==> src/rtl/mem_ctrl.sv <==
// Byte-serial controller between instruction fetch / LSU and the 8-bit RAM/IO bus.
// LSU has priority; words are split and assembled little-endian over n byte cycles.
module mem_ctrl #(
    parameter logic [1:0] IO_SEL = 2'b11
) (
    input  logic        clk_in,
    input  logic        rst_in,
    input  logic        rdy_in,
    input  logic [7:0]  mem_din,
    output logic [7:0]  mem_dout,
    output logic [31:0] mem_a,
    output logic        mem_wr,
    input  logic        io_buffer_full,
    input  logic        if_en,
    input  logic [31:0] if_addr,
    output logic        if_ok,
    output logic [31:0] if_data,
    input  logic        lsu_en,
    input  logic [31:0] lsu_addr,
    input  logic [31:0] lsu_data,
    input  logic        lsu_rw,
    input  logic [2:0]  lsu_size,
    output logic        lsu_ok,
    output logic [31:0] lsu_result,
    input  logic        rollback_flag_from_rob
);

    localparam logic READ_FLAG = 1'b0;

    typedef enum logic [1:0] {IDLE, READ, WRITE} state_e;

    state_e      state_q, state_d;
    logic [2:0]  cnt_q, cnt_d;
    logic [2:0]  n_q, n_d;
    logic        is_if_q, is_if_d;
    logic [31:0] addr_q, addr_d;
    logic [31:0] data_q, data_d;
    logic [31:0] mem_a_q, mem_a_d;
    logic [7:0]  mem_dout_q, mem_dout_d;
    logic        mem_wr_q, mem_wr_d;
    logic        if_ok_q, if_ok_d;
    logic        lsu_ok_q, lsu_ok_d;
    logic [31:0] if_data_q, if_data_d;
    logic [31:0] lsu_res_q, lsu_res_d;
    logic        pend_v_q, pend_v_d;
    logic [31:0] pend_addr_q, pend_addr_d;
    logic [31:0] pend_data_q, pend_data_d;
    logic        pend_rw_q, pend_rw_d;
    logic [2:0]  pend_size_q, pend_size_d;

    logic [31:0] cur_a;
    logic [4:0]  sh;

    function automatic logic [2:0] byte_count(input logic [2:0] sz);
        case (sz)
            3'd1:    return 3'd1;
            3'd2:    return 3'd2;
            default: return 3'd4;
        endcase
    endfunction

    function automatic logic io_stall(input logic [31:0] a, input logic full);
        return (a[17:16] == IO_SEL) && full;
    endfunction

    assign cur_a = addr_q + {29'b0, cnt_q};
    assign sh    = {cnt_q[1:0], 3'b000};

    always_comb begin
        state_d     = state_q;
        cnt_d       = cnt_q;
        n_d         = n_q;
        is_if_d     = is_if_q;
        addr_d      = addr_q;
        data_d      = data_q;
        mem_a_d     = mem_a_q;
        mem_dout_d  = mem_dout_q;
        mem_wr_d    = mem_wr_q;
        if_ok_d     = 1'b0;
        lsu_ok_d    = 1'b0;
        if_data_d   = if_data_q;
        lsu_res_d   = lsu_res_q;
        pend_v_d    = pend_v_q;
        pend_addr_d = pend_addr_q;
        pend_data_d = pend_data_q;
        pend_rw_d   = pend_rw_q;
        pend_size_d = pend_size_q;

        // A request arriving this edge is visible to IDLE at once.
        if (lsu_en) begin
            pend_v_d    = 1'b1;
            pend_addr_d = lsu_addr;
            pend_data_d = lsu_data;
            pend_rw_d   = lsu_rw;
            pend_size_d = lsu_size;
        end
        if (rollback_flag_from_rob && pend_rw_d == READ_FLAG) begin
            pend_v_d = 1'b0;
        end

        unique case (state_q)
            IDLE: begin
                if (pend_v_d) begin
                    pend_v_d = 1'b0;
                    is_if_d  = 1'b0;
                    addr_d   = pend_addr_d;
                    n_d      = byte_count(pend_size_d);
                    cnt_d    = 3'd0;
                    mem_a_d  = pend_addr_d;
                    if (pend_rw_d != READ_FLAG) begin
                        state_d = WRITE;
                        data_d  = pend_data_d;
                        if (io_stall(pend_addr_d, io_buffer_full)) begin
                            mem_wr_d = 1'b0;
                        end else begin
                            mem_dout_d = pend_data_d[7:0];
                            mem_wr_d   = 1'b1;
                            cnt_d      = 3'd1;
                        end
                    end else begin
                        state_d  = READ;
                        data_d   = '0;
                        mem_wr_d = 1'b0;
                    end
                end else if (if_en && !rollback_flag_from_rob) begin
                    state_d  = READ;
                    is_if_d  = 1'b1;
                    addr_d   = if_addr;
                    n_d      = 3'd4;
                    cnt_d    = 3'd0;
                    mem_a_d  = if_addr;
                    data_d   = '0;
                    mem_wr_d = 1'b0;
                end
            end
            READ: begin
                if (rollback_flag_from_rob) begin
                    state_d  = IDLE;
                    mem_wr_d = 1'b0;
                end else if (cnt_q == n_q) begin
                    state_d = IDLE;
                    if (is_if_q) begin
                        if_ok_d   = 1'b1;
                        if_data_d = data_q;
                    end else begin
                        lsu_ok_d  = 1'b1;
                        lsu_res_d = data_q;
                    end
                end else begin
                    if (cnt_q + 3'd1 < n_q) begin
                        mem_a_d = cur_a + 32'd1;
                    end
                    data_d[sh +: 8] = mem_din;
                    cnt_d = cnt_q + 3'd1;
                end
            end
            WRITE: begin
                if (cnt_q == n_q) begin
                    state_d  = IDLE;
                    mem_wr_d = 1'b0;
                    lsu_ok_d = 1'b1;
                end else if (io_stall(cur_a, io_buffer_full)) begin
                    mem_wr_d = 1'b0;
                end else begin
                    mem_a_d    = cur_a;
                    mem_dout_d = data_q[sh +: 8];
                    mem_wr_d   = 1'b1;
                    cnt_d      = cnt_q + 3'd1;
                end
            end
            default: state_d = IDLE;
        endcase
    end

    always_ff @(posedge clk_in or negedge rst_in) begin
        if (!rst_in) begin
            state_q     <= IDLE;
            cnt_q       <= '0;
            n_q         <= '0;
            is_if_q     <= 1'b0;
            addr_q      <= '0;
            data_q      <= '0;
            mem_a_q     <= '0;
            mem_dout_q  <= '0;
            mem_wr_q    <= 1'b0;
            if_ok_q     <= 1'b0;
            lsu_ok_q    <= 1'b0;
            if_data_q   <= '0;
            lsu_res_q   <= '0;
            pend_v_q    <= 1'b0;
            pend_addr_q <= '0;
            pend_data_q <= '0;
            pend_rw_q   <= 1'b0;
            pend_size_q <= '0;
        end else if (rdy_in) begin
            state_q     <= state_d;
            cnt_q       <= cnt_d;
            n_q         <= n_d;
            is_if_q     <= is_if_d;
            addr_q      <= addr_d;
            data_q      <= data_d;
            mem_a_q     <= mem_a_d;
            mem_dout_q  <= mem_dout_d;
            mem_wr_q    <= mem_wr_d;
            if_ok_q     <= if_ok_d;
            lsu_ok_q    <= lsu_ok_d;
            if_data_q   <= if_data_d;
            lsu_res_q   <= lsu_res_d;
            pend_v_q    <= pend_v_d;
            pend_addr_q <= pend_addr_d;
            pend_data_q <= pend_data_d;
            pend_rw_q   <= pend_rw_d;
            pend_size_q <= pend_size_d;
        end
    end

    assign mem_a      = mem_a_q;
    assign mem_dout   = mem_dout_q;
    assign mem_wr     = mem_wr_q;
    assign if_ok      = if_ok_q;
    assign lsu_ok     = lsu_ok_q;
    assign if_data    = if_data_q;
    assign lsu_result = lsu_res_q;

endmodule
==> config.mk <==
export PLATFORM = sky130hd
export DESIGN_NAME = mem_ctrl
export DESIGN_NICKNAME = d
export VERILOG_FILES = /design/src/rtl/mem_ctrl.sv
export SDC_FILE = /design/constraint.sdc
export NUM_CORES = 1
export LEC_CHECK = 0
export ABC_AREA = 1
export ABC_CLOCK_PERIOD_IN_PS = 4000
export CAP_MARGIN = 10
export CORE_ASPECT_RATIO = 0.75
export CORE_UTILIZATION = 40
export CTS_CLUSTER_DIAMETER = 80
export CTS_CLUSTER_SIZE = 8
export DETAILED_ROUTE_END_ITERATION = 16
export PLACE_DENSITY = 0.6
export SKIP_CTS_REPAIR_TIMING = 1
export SLEW_MARGIN = 15
export SYNTH_ARGS = -nofsm -noshare
export SYNTH_HDL_FRONTEND = slang
export SYNTH_SLANG_ARGS = --single-unit
==> constraint.sdc <==
create_clock -name clk_in -period 4 [get_ports clk_in]
set_clock_uncertainty 0.15 [all_clocks]
set_input_delay 0.8 -clock clk_in [delete_from_list [all_inputs] [get_ports clk_in]]
set_output_delay 0.8 -clock clk_in [all_outputs]
set_load 0.05 [all_outputs]
==> results.yml <==
outcome:
  status: "completed"
placement:
  dp_hpwl_um: 40600
  placed_area_um2: 16800
  gp_congestion: 0.985
  io_buffers: 221
sta:
  hold_viol: 0
  rsz0062_at_grt: "false"
  fin_setup_tns_ns: 0
  max_freq_mhz: 294
  whs_ns: 0.0880
  period_needed_ns: 3.41
  worst_pin_slew_ns: 1.08
  drv_slew: 0
  slew_headroom: 0.278
  min_period_over_period: 0.851
  setup_violations: 0
cts:
  clockBufferDepth: 3
  clk-insertion-delay-late_ns: 0.54
  clock_sinks: 249
  clock-root-buffer: "clkbuf_16"
  h-tree-depth: 2
  cts_tree: "built"
  cts_buffers: 37
  clkTransAtPathRegs_ns: 0.05
synth:
  yosysWarnings: 0
  seq_area_frac_synth: 0.443
  synth_simple_gate_area_frac: 0.275
  synth_enable_flop_cells: 0
  synth_cells: 1930
  synth_seq_cells: 249
  synth_xor_area_frac: 0.00125
  synth_cell_types: 47
  synth_top_family_by_area: "simple AND/OR/NAND/NOR gates"
  async_flop_share: 1.00
  synth_ff_type: "dfrtp_1"
  synth.top_cells.by_area: "dfrtp_1, nand2_1, o21ai_0, inv_1, nor2_1"
  netlist_area_um2: 14100
  synth_top_area_share: 0.443
  muxShareOfSynthArea: 0.0335
  synth_compound_area_frac: 0.157
  synth_area_leader_cell: "dfrtp_1"
  post_synth_fa_ha_maj_area_fraction: 0.0157
  avgSynthCellArea_um2: 7.28
  syn_nets: 2062
floorplan:
  die_area_um2: 35900
  rows: 59
  core_area_um2: 34600
  io-pin-count: 222
  initial_utilization: 0.406
  die_h_um: 164
  fp.dieW_um: 218
job:
  maxCapViolCount: 0
final_layout:
  fin_area_um2: 17800
  area_delta_synth_final_pct: 26.3
  fillers: 3353
  post-route-util: 0.513
  drive_above_1_share: 0.0589
  layout.nets: 2267
worst_setup_path:
  start_kind: "flop"
  path_max_fanout: 51
  end_kind: "flop"
  worstSetupPathType: "flop to flop"
  required_ns: 4.27
  r2r-start: "cnt_q[0]"
  critPathArrivalTime_ns: 3.67
  crit_start: "cnt_q[0]"
route:
  viasPerCell: 5.39
  drt_first_pass_iters: 7
  antenna_left: 0
  wl_um: 53400
  drtIter0Drc: 1650
  vias: 14000
  drcViolationCount: 0
  routedWlPerCell_um: 20.6
global_route:
  grt_pass1_vias: 12700
  overflow: 0
  grt_max_degree: 98
  track_usage: 0.297
  antenna_found_initial: 1
  grt_pass1_wl_um: 78900
pwr:
  p_leak_nw: 8.10
  p_per_area_nw_per_um2: 776
  max-vdd-ir-drop_mv: 0.438
hold_path:
  hold_class: "input pin to async pin"
-- registers in the layout, summed over array words and instances, names as in the netlist --
register	flops
addr_q	32
data_q	32
if_data	32
lsu_result	32
mem_a	32
pend_addr_q	32
pend_data_q	32
mem_dout	8
cnt_q	3
n_q	3
pend_size_q	3
state_q	2
if_ok	1
is_if_q	1
lsu_ok	1
mem_wr	1
pend_rw_q	1
pend_v_q	1
-- cell type report --
| cell class | count | area (µm²) | area share |
|---|---|---|---|
| multi-input cells | 1412 | 6770 | 0.381 |
| clock inverters | 4 | 45.0 | 0.00254 |
| repair buffers | 253 | 2500 | 0.141 |
| flip-flops and latches | 249 | 6230 | 0.351 |
| well taps | 457 | 572 | 0.0322 |
| diodes | 2 | 5.00 | 0.000282 |
| clock buffers | 38 | 940 | 0.0529 |
| inverters | 182 | 686 | 0.0386 |
-- per-layer routing --
layer | vias to the layer above | wire, µm | track usage
met5 | - | 100 | 0.0250
met4 | 2 | 622 | 0.0493
met3 | 42 | 6830 | 0.112
met2 | 635 | 19100 | 0.347
met1 | 6659 | 26800 | 0.490
li1 | 6668 | - | -
-- synth_stat cells, drive strengths merged (3+ instances only) --
master / n
nand2: 657
o211ai: 12
a211oi: 8
nor3: 8
dfrtp: 249
buf: 23
mux2i: 47
nand3: 91
o22ai: 38
o21a: 3
clkbuf: 64
inv: 180
ha: 16
o21ai: 304
a21oi: 34
nand4: 14
nor2: 162
-- where the power goes --
group	switching [mW]	total (mW)	internal (mW)	leakage, nW
Combinational	4.95	6.95	2.01	4.38
Clock	1.16	2.82	1.66	0.482
Sequential	0.642	4.00	3.36	3.24
-- stage by stage --
step	power, mW	std cells	worst slack, ns
after floorplan	8.26	1930	1.05
after global placement	10.8	2553	0.618
after detailed placement	10.8	2553	0.637
after CTS	13.7	2595	0.639
after global routing	14.6	2596	0.401
final	13.8	2597	0.594
-- worst max-delay path, stage by stage (launching register included) --
cell     delay, ns
dfrtp_1       0.38
ha_1          0.27
fa_1          0.45
nand3_1       0.11
nand2_1       0.20
nand2_1       0.23
nor2_1        0.06
nand2_1       0.05
nand2_1       0.17
nor2_4        0.28
nand2_2       0.08
nand2_2       0.07
nand2_2       0.07
nand2_4       0.13
inv_4         0.06
nand2_8       0.24
a21oi_1       0.08
nand2_1       0.11
nand2_1       0.05
-- placed cells by master (no fill, tap or decap), types with 2 or more instances in the layout --
cell type	netlist	routed
a211oi_1	8	8
clkbuf_16	0	37
nand3_1	87	87
diode_2	0	2
o22ai_1	38	38
o21bai_1	2	2
or2_2	2	2
inv_1	173	172
and2_1	2	2
a21oi_2	2	2
nor2_4	7	7
nand3_2	4	4
nand4_1	14	14
o21ai_1	7	7
nand2_2	14	15
nor2_1	148	148
inv_2	6	7
clkdlybuf4s50_1	0	219
inv_6	0	2
clkinv_1	2	2
buf_12	0	4
dfrtp_1	249	249
nor2_2	6	6
nand2_1	640	639
o31ai_1	2	2
nor3_1	8	8
mux2i_1	47	47
ha_1	16	16
nand2_4	2	2
o21ai_0	296	296
o21a_1	3	3
o211ai_1	12	12
a32oi_1	2	2
a21oi_1	32	32
buf_4	3	29
-- path summary, 6_finish.rpt --
| path | to | slack (ns) | cells after the start |
|---|---|---|---|
| worst max-delay path | mem_a[17] | 0.59 | 18 |
| worst min-delay path | mem_a[28] | 0.09 | 1 |
| worst max register to register | mem_a[17] | 0.59 | 18 |
| worst min register to register | if_data[26] | 0.33 | 2 |
| max in group asynchronous | lsu_result[9] | 2.75 | 2 |
| min in group clk_in | if_data[26] | 0.33 | 2 |
-- cells by family (layout without fill, tap and decap cells) --
logic type / Yosys count / in the layout
buffers and inverters: 269 / 477
and+or+nand+nor: 937 / 937
muxes: 47 / 47
adders and majority gates: 17 / 17
other: 0 / 2
DFF: 249 / 249
xor gates and xnor gates: 2 / 2
AOI/OAI and AO/OA: 409 / 409
Note: power is estimated with default switching activity, not from simulation.
